[src/rtl/flexbyte_pkg.sv]
// Shared types and helpers for the flexbyte serial-to-parallel controller.
package flexbyte_pkg;

    // Controller states: no chunks held, partial word, word presented downstream.
    typedef enum logic [1:0] {
        IDLE = 2'd0,
        FILL = 2'd1,
        FULL = 2'd2
    } stp_ctrl_state_t;

    // Byte-lane mask: returns 1 when byte lane 'lane' carries valid data
    // for a word holding 'count' valid bytes out of 'nbytes'.
    // With msb set, chunks enter at the low end and migrate upward, so the
    // valid bytes of a partial word sit in the low lanes. Otherwise chunks
    // enter at the top and the valid bytes occupy the high lanes.
    function automatic logic lane_keep(input int lane, input int count,
                                       input int nbytes, input bit msb);
        if (msb) begin
            return (lane < count);
        end else begin
            return (lane >= (nbytes - count));
        end
    endfunction

endpackage

[src/rtl/flexbyte_stp_sr.sv]
// Serial-to-parallel multibyte shift register. Each enabled cycle one
// NUM_BYTES_IN-byte chunk is shifted in; MSB selects the shift direction so
// the first chunk of a word ends up in the most (1) or least (0)
// significant bytes once the word is complete.
module flexbyte_stp_sr #(
    parameter int MSB           = 1,
    parameter int NUM_BYTES_IN  = 1,
    parameter int NUM_BYTES_OUT = 4
) (
    input  logic                       clk,
    input  logic                       n_rst,
    input  logic                       shift_enable,
    input  logic [NUM_BYTES_IN*8-1:0]  data_in,
    output logic [NUM_BYTES_OUT*8-1:0] data_out
);

    localparam int IW = NUM_BYTES_IN * 8;
    localparam int OW = NUM_BYTES_OUT * 8;

    logic [OW-1:0] sr_q;
    logic [OW-1:0] sr_d;

    // Next register contents: shift one chunk in from the selected end.
    always_comb begin
        sr_d = sr_q;
        if (shift_enable) begin
            if (MSB != 0) begin
                sr_d = {sr_q[OW-IW-1:0], data_in};
            end else begin
                sr_d = {data_in, sr_q[OW-1:IW]};
            end
        end
    end

    // Register storage; reset zeroes the contents.
    always_ff @(posedge clk or negedge n_rst) begin
        if (!n_rst) begin
            sr_q <= '0;
        end else begin
            sr_q <= sr_d;
        end
    end

    assign data_out = sr_q;

endmodule

[src/rtl/flexbyte_stp_ctrl.sv]
// Sequencer for a flexbyte_stp_sr: accepts input chunks under valid/ready,
// assembles them into a word and presents the word (full or flushed
// partial) downstream under a second valid/ready handshake.
module flexbyte_stp_ctrl
    import flexbyte_pkg::*;
#(
    parameter int MSB           = 1,
    parameter int NUM_BYTES_IN  = 1,
    parameter int NUM_BYTES_OUT = 4
) (
    input  logic                               clk,
    input  logic                               n_rst,
    input  logic                               in_valid,
    output logic                               in_ready,
    input  logic [NUM_BYTES_IN*8-1:0]          in_data,
    input  logic                               flush,
    output logic                               word_valid,
    input  logic                               word_ready,
    output logic [NUM_BYTES_OUT*8-1:0]         word_data,
    output logic [$clog2(NUM_BYTES_OUT+1)-1:0] word_count
);

    localparam int CHUNKS = NUM_BYTES_OUT / NUM_BYTES_IN;
    localparam int CW     = $clog2(NUM_BYTES_OUT + 1);
    localparam int CNTW   = $clog2(CHUNKS + 1);

    localparam logic [CNTW-1:0] CHUNKS_C  = CNTW'(CHUNKS);
    localparam logic [CW-1:0]   IN_BYTES  = CW'(NUM_BYTES_IN);
    localparam logic [CW-1:0]   OUT_BYTES = CW'(NUM_BYTES_OUT);

    // Reject configurations that cannot tile a word with whole chunks.
    if ((NUM_BYTES_OUT <= NUM_BYTES_IN) || ((NUM_BYTES_OUT % NUM_BYTES_IN) != 0)) begin : g_bad_cfg
        $fatal(1, "flexbyte_stp_ctrl: NUM_BYTES_OUT must be a larger multiple of NUM_BYTES_IN");
    end

    stp_ctrl_state_t           state_q;
    logic [CNTW-1:0]           count_q;
    logic [CW-1:0]             word_count_q;
    logic                      word_valid_q;

    logic                      accept;
    logic [CNTW-1:0]           count_inc;
    logic [NUM_BYTES_OUT*8-1:0] sr_data;

    // Ready depends on state only, so there is no path from in_valid.
    assign in_ready  = (state_q != FULL);
    assign accept    = in_valid & in_ready;
    assign count_inc = count_q + CNTW'(1);

    flexbyte_stp_sr #(
        .MSB           (MSB),
        .NUM_BYTES_IN  (NUM_BYTES_IN),
        .NUM_BYTES_OUT (NUM_BYTES_OUT)
    ) u_sr (
        .clk          (clk),
        .n_rst        (n_rst),
        .shift_enable (accept),
        .data_in      (in_data),
        .data_out     (sr_data)
    );

    // Controller FSM with registered word_valid/word_count. An accept that
    // coincides with a flush is taken first, so the flushed count includes it.
    always_ff @(posedge clk or negedge n_rst) begin
        if (!n_rst) begin
            state_q      <= IDLE;
            count_q      <= '0;
            word_count_q <= '0;
            word_valid_q <= 1'b0;
        end else begin
            case (state_q)
                IDLE: begin
                    if (accept) begin
                        count_q <= count_inc;
                        state_q <= FILL;
                    end
                end
                FILL: begin
                    if (accept) begin
                        count_q <= count_inc;
                        if (count_inc == CHUNKS_C) begin
                            word_count_q <= OUT_BYTES;
                            word_valid_q <= 1'b1;
                            state_q      <= FULL;
                        end else if (flush) begin
                            word_count_q <= CW'(count_inc) * IN_BYTES;
                            word_valid_q <= 1'b1;
                            state_q      <= FULL;
                        end
                    end else if (flush) begin
                        word_count_q <= CW'(count_q) * IN_BYTES;
                        word_valid_q <= 1'b1;
                        state_q      <= FULL;
                    end
                end
                FULL: begin
                    if (word_ready) begin
                        count_q      <= '0;
                        word_count_q <= '0;
                        word_valid_q <= 1'b0;
                        state_q      <= IDLE;
                    end
                end
                default: begin
                    count_q      <= '0;
                    word_count_q <= '0;
                    word_valid_q <= 1'b0;
                    state_q      <= IDLE;
                end
            endcase
        end
    end

    assign word_valid = word_valid_q;
    assign word_count = word_count_q;

    // Lane masking: stale bytes left in the register from earlier words are
    // forced to zero; with word_count cleared outside FULL the word is zero.
    for (genvar gi = 0; gi < NUM_BYTES_OUT; gi++) begin : g_lane
        assign word_data[gi*8 +: 8] =
            lane_keep(gi, int'(word_count_q), NUM_BYTES_OUT, MSB != 0) ? sr_data[gi*8 +: 8] : 8'h00;
    end

endmodule

[config.mk]
export PLATFORM = sky130hd
export DESIGN_NAME = flexbyte_stp_ctrl
export DESIGN_NICKNAME = d
export VERILOG_FILES = /design/src/rtl/flexbyte_pkg.sv /design/src/rtl/flexbyte_stp_sr.sv /design/src/rtl/flexbyte_stp_ctrl.sv
export SDC_FILE = /design/constraint.sdc
export NUM_CORES = 1
export LEC_CHECK = 0
export ABC_AREA = 1
export BUFFER_PORTS_ARGS = -buffer_cell sky130_fd_sc_hd__buf_2
export CAP_MARGIN = 25
export CORE_UTILIZATION = 53
export DETAILED_ROUTE_END_ITERATION = 12
export GPL_TIMING_DRIVEN = 0
export PLACE_DENSITY = 0.86
export SYNTH_ARGS = -nofsm -noshare
export SYNTH_HDL_FRONTEND = slang
export SYNTH_SLANG_ARGS = --single-unit
[constraint.sdc]
create_clock -name clk -period 1.9 [get_ports clk]
set_input_delay 0.095 -clock clk [delete_from_list [all_inputs] [get_ports clk]]
set_output_delay 0.095 -clock clk [all_outputs]
set_load 0.005 [all_outputs]
==> key figures <==
Critical path
  – CP Max Fanout: 10
  – R2R setup slack: 0.45 ns
  – CP Capture Type: primary output
  – Slowest CP cell: nor2_1
  – Critical path cell sequence: buf_2, nor2_1, nor2_1, buf_2
  – Top Family by Delay on Critical Path: simple AND/OR/NAND/NOR gates
  – CP Launch Type: register
  – Crit path buf inv count: 2
  – Crit path arrival time: 1.60 ns
  – Crit path kind: reg2out
  – CP max stage delay: 0.44 ns
  – Worst EP required: 1.80 ns

Timing
  – Unrepaired setup endpoints after global routing: no
  – Post-route setup TNS: 0 ns
  – Final setup viols: 0
  – Tcrit/Tclk final: 0.8897
  – Final Skew: 0.007498 ns
  – Max Clk Rate: between 0.5 and 0.6 GHz
  – Tmin final: about 1.7 ns
  – Final Hold Fails: 0
  – Max-slew violations: 0
  – Max transition margin: 0.4138
  – Slew @ Worst Pin: 0.8793 ns

Floorplanning
  – Die area: 4073 µm²
  – Die Ht: 63.82 µm
  – Die Span X: 63.82 µm
  – Ports: 50
  – Core area: ~3700 µm²
  – Starting Density: 0.5533
  – Row cnt: 22

Synth
  – Mux cell area share after synthesis: 0
  – Ys Warns: 0
  – Post-synth cell types: 22
  – Yosys reg bits: a little over 40
  – Simple-gate portion of the synthesized area: 0.2125
  – Post-Syn Instances: 242
  – Dominant synthesized flop cell: dfrtp_1
  – Synth Net Count: 257
  – Compound-Gate Fraction of Synth Area: 0.1464
  – Post-synthesis sequential area ratio: 0.5065
  – Post-synthesis average cell area: 8.371 µm²
  – Post-synthesis adder-cell area fraction: 0.01235
  – Largest family of logic cells by synthesized area: simple AND/OR/NAND/NOR gates
  – EDFF count, synth: 0
  – Asr flop ratio synth: 1.000
  – Mapped Area: 2026 µm²
  – Synth Area in XOR/XNOR: 0

Power
  – Sequential power share: 0.386
  – Internal: approximately 2300 µW
  – Comb power frac: 0.466
  – Psw: 1565 µW
  – Clk pwr share: 0.148
  – Worst-case vdd ir drop: 766.1 µV
  – Pwr/cell area: 1574 nW/µm²
  – Tot Pwr: 3827 µW
  – LEAKAGE: 0.001390 µW
  – Switching portion of total power: 0.4088

Global routing
  – First-pass GRT wire length: 6423 µm
  – Initial antenna violation count: 0
  – Vias in the first global route: 1463
  – All-Layer GR Usage: 0.2076
  – Grt ovf: 0
  – Largest net degree at the start of global routing: 42

Finish
  – Area growth from synthesis to layout: 20.01%
  – # diodes: 0
  – Area occupied by multi-input gates: 757.0 µm²
  – Storage cell area: between 1000 and 1500 µm²
  – # nets final: approximately 310
  – Fillers: roughly 310
  – Final Instance Area: 2431 µm²
  – Layout cells sized above 1: 0.3121

Routing
  – WL/cell: 10.94 µm
  – Detailed-route via count: approximately 1.6k
  – Initial DRT Pass Iterations: 4
  – Drt total wl: 3786 µm
  – 1st-iter DRT viols: 57
  – DRC errors left: 0
  – Average via count per standard cell: 4.740
  – Antenna-violating nets left: 0

Hold path
  – Hold Crit Class: in2reg

Place
  – Placed cell areas: between 2000 and 2500 µm²
  – Routability cong.: 0.8458
  – DP HPWL: 2810 µm
  – Port-buffer cells: 48

Clock network
  – Root buffer cell: clkbuf_8
  – Worst skew pair latency: between 0.2 and 0.3 ns
  – Clock Sinks: a little over 40
  – CTS tree: built
  – Clk slew on worst S/H paths: 0.08 ns
  – Clk buf depth: 2
  – CTS Buf Count: 5
  – # Post-CTS Setup Buffers: 0
  – # H-tree levels: 2

Status
  – Outcome: finished, final reports clean

Flow run
  – Max-cap violations: 0
state kept, by name (all words and copies together) (netlist names):
signal	flops
u_sr.data_out	32
word_count	3
state_q	2
word_valid	1
count_q	3
power by group through the flow:
stage               Sequential [µW]  Combinational, µW  Clock, µW
global placement               1460               1730          0
finish                         1480               1780        566
CTS                            1470               1800        582
detailed placement             1490               1790          0
floorplan                      1440               1210          0
global route                   1530               2030        615
cell usage after synthesis, types with 2 or more instances:
library cell,number,area (µm²)
nand2_1,55,206.5
dfrtp_1,41,1026
buf_2,2,10.01
a21oi_2,8,70.07
buf_6,5,56.30
o21ai_0,14,70.07
a21oi_1,5,25.02
inv_1,41,153.9
nor2_2,4,25.02
o21ai_1,4,20.02
ha_1,2,25.02
nand3_1,4,20.02
o21ai_2,12,105.1
nand2_4,2,22.52
nor2_1,36,135.1
cells by family (layout without fill, tap and decap cells):
logic type | count (synthesis) | after routing
AND/OR/NAND/NOR | 104 | 104
buffers and inverters | 51 | 107
AO/OA/AOI/OAI | 44 | 44
flip-flops | 41 | 41
adder cells (fa/ha/maj) | 2 | 2
timing repair:
item,in CTS,in global routing
endpoints found under the hold margin,41,0
endpoints found under the setup margin,8,0
hold buffers,1,0
gates resized for setup,1,0
metal layers:
metal  global-route usage  wire length [µm]  vias to the layer above
li1                     -                 -                      849
met5                    0                 0                        -
met2               0.3378              1788                       46
met3              0.05179               186                        7
met1               0.2589              1745                      738
met4              0.09659                65                        0
tightest hold or removal path, cell delays in order:
cell and delay (ns):
buf_2 0.08, nor2_2 0.03, a21oi_2 0.08
path summary, 6_finish.rpt:
path,cells after the start,to,start
setup reg to reg,8,word_count[1]$_DFFE_PN0P_,count_q[0]$_DFFE_PN0P_
max in group asynchronous,2,u_sr.data_out[24]$_DFFE_PN0P_,n_rst
hold reg to reg,2,u_sr.data_out[21]$_DFFE_PN0P_,u_sr.data_out[21]$_DFFE_PN0P_
min in group asynchronous,2,count_q[1]$_DFFE_PN0P_,n_rst
hold / removal,3,u_sr.data_out[2]$_DFFE_PN0P_,in_data[2]
setup / recovery,4,word_data[14],word_count[2]$_DFFE_PN0P_
cell usage in the layout, fill, tap and decap left out, drive strengths merged:
master	n
clkinvlp	1
nand3	5
clkbuf	7
dfrtp	41
o21ai	30
dlygate4sd3	1
ha	2
nor2	40
buf	56
a21oi	13
or2	1
inv	42
nor3	1
nand2	57
a31oi	1
final cells by class:
cell class	count	share of cell area
clock inverters	1	0.003088
multi-input cells	150	0.3114
well taps	48	0.02470
clock buffers	6	0.03397
repair buffers	49	0.1029
flip-flops and latches	41	0.4220
plain buffers	9	0.03706
inverters	42	0.06485
through the flow:
stage          cells  hold WS (ns)  utilization  setup WS (ns)
2_1_floorplan    242       -0.2006            -         0.5525
3_3_place_gp     338        0.2505       0.6353         0.3055
3_5_place_dp     338        0.2571       0.6353         0.2716
4_1_cts          346       0.03436       0.6640         0.1934
5_1_grt          346       0.04999       0.6640        0.09457
6_report         346       0.04154       0.6640         0.2096
No activity file was read; power rests on OpenSTA's default activity.
